### src/rtl/button_cond.sv
// Synchronizes, debounces and conditions a raw pad button; optional `BUTTON_COND_TOGGLE_EN turns button_inp into a press toggle.
// Latency DEBOUNCE_CYCLES+2 clocks from btn_raw to button_inp/btn_press; no backpressure, outputs are plain flop pulses/levels.
module button_cond #(
  parameter int DEBOUNCE_CYCLES = 4,
  parameter int TICK_DIV        = 8
) (
  input  logic clk,
  input  logic rst,
  input  logic btn_raw,
  output logic button_inp,
  output logic btn_press,
  output logic btn_release,
  output logic step_tick
);

  localparam int DW = (DEBOUNCE_CYCLES > 1) ? $clog2(DEBOUNCE_CYCLES + 1) : 1;
  localparam int TW = $clog2(TICK_DIV);
  localparam logic [DW-1:0] DB_LAST   = DW'(DEBOUNCE_CYCLES - 1);
  localparam logic [TW-1:0] TICK_LAST = TW'(TICK_DIV - 1);

  logic          r_sync1;
  logic          r_sync2;
  logic          r_stable;
  logic [DW-1:0] r_db_cnt;
  logic          r_press;
  logic          r_release;
  logic          r_inp;
  logic [TW-1:0] r_tick_cnt;
  logic          r_tick;

  logic w_flip;
  logic w_stable_nxt;
  logic w_rise;
  logic w_fall;
  logic w_inp_nxt;
  logic w_wrap;

  // Pulses and the level are computed from next-state so they land in the same cycle as the flip.
  assign w_flip       = (r_sync2 != r_stable) && (r_db_cnt == DB_LAST);
  assign w_stable_nxt = w_flip ? r_sync2 : r_stable;
  assign w_rise       = w_flip & r_sync2;
  assign w_fall       = w_flip & ~r_sync2;
  assign w_wrap       = (r_tick_cnt == TICK_LAST);

`ifdef BUTTON_COND_TOGGLE_EN
  assign w_inp_nxt = r_inp ^ w_rise;
`else
  assign w_inp_nxt = w_stable_nxt;
`endif

  always_ff @(posedge clk) begin
    if (rst) begin
      r_sync1 <= 1'b0;
      r_sync2 <= 1'b0;
    end else begin
      r_sync1 <= btn_raw;
      r_sync2 <= r_sync1;
    end
  end

  always_ff @(posedge clk) begin
    if (rst) begin
      r_stable  <= 1'b0;
      r_db_cnt  <= '0;
      r_press   <= 1'b0;
      r_release <= 1'b0;
      r_inp     <= 1'b0;
    end else begin
      r_stable  <= w_stable_nxt;
      r_press   <= w_rise;
      r_release <= w_fall;
      r_inp     <= w_inp_nxt;
      if (r_sync2 == r_stable || w_flip) begin
        r_db_cnt <= '0;
      end else begin
        r_db_cnt <= r_db_cnt + 1'b1;
      end
    end
  end

  // Tick is suppressed in the cycle the level drops, so a partial period never leaks a pulse.
  always_ff @(posedge clk) begin
    if (rst) begin
      r_tick_cnt <= '0;
      r_tick     <= 1'b0;
    end else begin
      if (!r_inp) begin
        r_tick_cnt <= '0;
      end else if (w_wrap) begin
        r_tick_cnt <= '0;
      end else begin
        r_tick_cnt <= r_tick_cnt + 1'b1;
      end
      r_tick <= r_inp & w_inp_nxt & w_wrap;
    end
  end

  assign button_inp  = r_inp;
  assign btn_press   = r_press;
  assign btn_release = r_release;
  assign step_tick   = r_tick;

endmodule

### config.mk
export PLATFORM = sky130hd
export DESIGN_NAME = button_cond
export DESIGN_NICKNAME = d
export VERILOG_FILES = /design/src/rtl/button_cond.sv
export SDC_FILE = /design/constraint.sdc
export NUM_CORES = 1
export LEC_CHECK = 0
export ABC_AREA = 1
export CORE_AREA = 2 2 39 41
export CTS_CLUSTER_SIZE = 14
export DETAILED_ROUTE_END_ITERATION = 6
export DIE_AREA = 0 0 41 43
export GPL_TIMING_DRIVEN = 0
export PLACE_DENSITY = 0.54
export SYNTH_ARGS = -nofsm -noshare
export SYNTH_HDL_FRONTEND = slang
export SYNTH_SLANG_ARGS = --single-unit
### constraint.sdc
create_clock -name clk -period 1.5 [get_ports clk]
set_input_delay 0.15 -clock clk [delete_from_list [all_inputs] [get_ports clk]]
set_output_delay 0.15 -clock clk [all_outputs]
set_load 0.02 [all_outputs]
==> results <==
==> metal layers <==
metal  vias up  GRT usage
met3         2     0.0314
met2         6      0.103
met5         -          0
met4         0      0.140
li1        165          -
met1       124     0.0957
==> final timing paths <==
check	endpoint	from	depth (start not counted)
worst min register to register	r_sync2$_SDFF_PP0_	r_sync1$_SDFF_PP0_	2
worst min-delay path	r_sync1$_SDFF_PP0_	btn_raw	3
worst max register to register	r_db_cnt[0]$_SDFF_PP0_	r_db_cnt[0]$_SDFF_PP0_	5
worst max-delay path	btn_press	btn_press$_SDFF_PP0_	1
==> state kept, by name (all words and copies together), names as in the netlist <==
signal       count
r_tick_cnt       3
button_inp       1
r_sync1          1
r_sync2          1
r_db_cnt         3
btn_press        1
btn_release      1
step_tick        1
==> metrics by stage <==
stage	power (mW)	area, µm²	utilization	hold slack, ns
3_3_place_gp	0.344	509	0.368	0.390
5_1_grt	0.555	534	0.386	0.389
3_5_place_dp	0.345	509	0.368	0.393
6_report	0.523	534	0.386	0.396
4_1_cts	0.537	532	0.384	0.384
2_1_floorplan	0.337	429	-	0.221
==> synth_stat cells <==
cell / number
nand3_2: 1
nor3_1: 2
nand3_1: 1
nor2_2: 1
ha_1: 4
inv_1: 10
nor2_1: 10
nand2_1: 6
dfxtp_1: 12
inv_2: 1
nand2_2: 1
==> cell families (layout without fill, tap and decap cells) <==
kind of cell,after synthesis,count (layout),synth area share
buffers and inverters,11,20,0.0962
adders and majority gates,4,4,0.117
DFF,12,12,0.560
and+or+nand+nor,22,22,0.227
==> final cells by class <==
cell class                 instances  area, µm²
sequential                        12        240
tap                               16       20.0
inverter                          11       41.3
fill                             143        850
multi-input combinational         26        148
clock buffer                       3       22.5
timing repair buffer               6       62.6
==> power by group through the flow <==
stage / Sequential [mW] / Clock, mW / Combinational, mW
finish: 0.323 / 0.186 / 0.0138
floorplan: 0.330 / 0 / 0.00642
global route: 0.324 / 0.216 / 0.0159
CTS: 0.323 / 0.200 / 0.0140
detailed placement: 0.331 / 0 / 0.0140
global placement: 0.331 / 0 / 0.0138
==> qor.csv <==
metric;value;unit
CP max stage cell;clkdlybuf4s50_1;
top cell type's share of synthesized area;0.560;
Max Used Layer;met4;
die area;1760;µm²
cell family with most CP delay;buffers and inverters;
crit path DAT;1.16;ns
crit start category;flip-flop;
Clock Sinks;12;
most frequent cells in the layout;dfxtp_1 (12), inv_1 (10), nor2_1 (10), nand2_1 (6), clkdlybuf4s50_1 (5);
Yosys top cell by area;dfxtp_1;
Cell Count Post-Placement;71;
GPL Wtd Cong;0.610;
library cells used by synthesis;11;
Starting Density;0.310;
switch share;0.194;
CTS tree;yes;
Nets;67;
metal2 WL;250;µm
Place WS;0.329;ns
Seq/Total Area, Yosys;0.560;
# diodes;0;
Final setup viols;0;
combinational share of power;0.026;
most common cell after layout, fill and taps aside;dfxtp_1;
Cells after Synth;49;
Avg Inst Size Synth;8.76;µm²
M1 WL;271;µm
critical-path cell list;clkdlybuf4s50_1;
Clk pwr share;0.356;
layout cell share with drive strength beyond 1;0.121;
Synth Warn #;0;
unrepaired setup endpoints after global routing;no;
input/output buffers;6;
VDD IR max;0.000496;V
initial antenna violation count;0;
WP data required;1.35;ns
CTS clk-pin slew, worst paths;0.07;ns
H-tree lvl count;1;
pwr dens;979;nW/µm²
final hold violations;0;
Worst Skew;0.000388;ns
Die X-Extent;41;µm
P_int;421;µW
Crit. End Element;primary output;
first-pass GRT wire length;931;µm
Leak;0.259;nW
FMAX;766;MHz
minimum clock period;1.31;ns
Vias;297;
Sequential Power Share;0.618;
GRT Residual Overflow;0;
max incr delay on CP;0.59;ns
Switch Pwr;102;µW
clock insertion delay at the later pin of the skew report;0.26;ns
Total GRT Usage;0.0901;
Residual DRC;0;
setup TNS;0;ns
synthesized flop and latch total;12;
Syn Nets;56;
final WL;565;µm
Post-CTS Setup Repair Bufs;0;
die height;43;µm
Final Worst Setup Slack;0.194;ns
Via density;4.01;
core area;1380;µm²
max_cap viols;0;
Longest Clk Path Bufs;2;
hold_buf cts;0;
area grow syn2layout;24.5;%
min-delay worst type;in2reg;
I/O Pins;7;
1st-iter DRT viols;2;
number of cell rows;14;
Worst Tran Pin Value;0.230;ns
WL/cell;7.64;µm
reg2reg setup slack;0.37;ns
met3 WL;25;µm
status;complete, no violations;
root buffer cell;clkbuf_4;
clock buffer count from CTS;3;
largest net degree at the start of global routing;7;
Bufs and invs on worst path;1;
Final Non-Filler Cells;74;
TritonRoute pass-1 iters;4;
Tcrit/Tclk final;0.870;
cts repair resizes;0;
Slew Limit Fails;0;
Worst Path Max Fanout;1;
WS Path Type;reg2out;
Synth area leaders;dfxtp_1 (56%), ha_1 (12%), inv_1 (8.7%);
Final ANT Viol Nets;0;
Relative slew margins;0.847;
vias in the first global route;238;
Syn Std Cell Area;429;µm²
post-DP HPWL;447;µm
No activity file was read; power rests on OpenSTA's default activity.
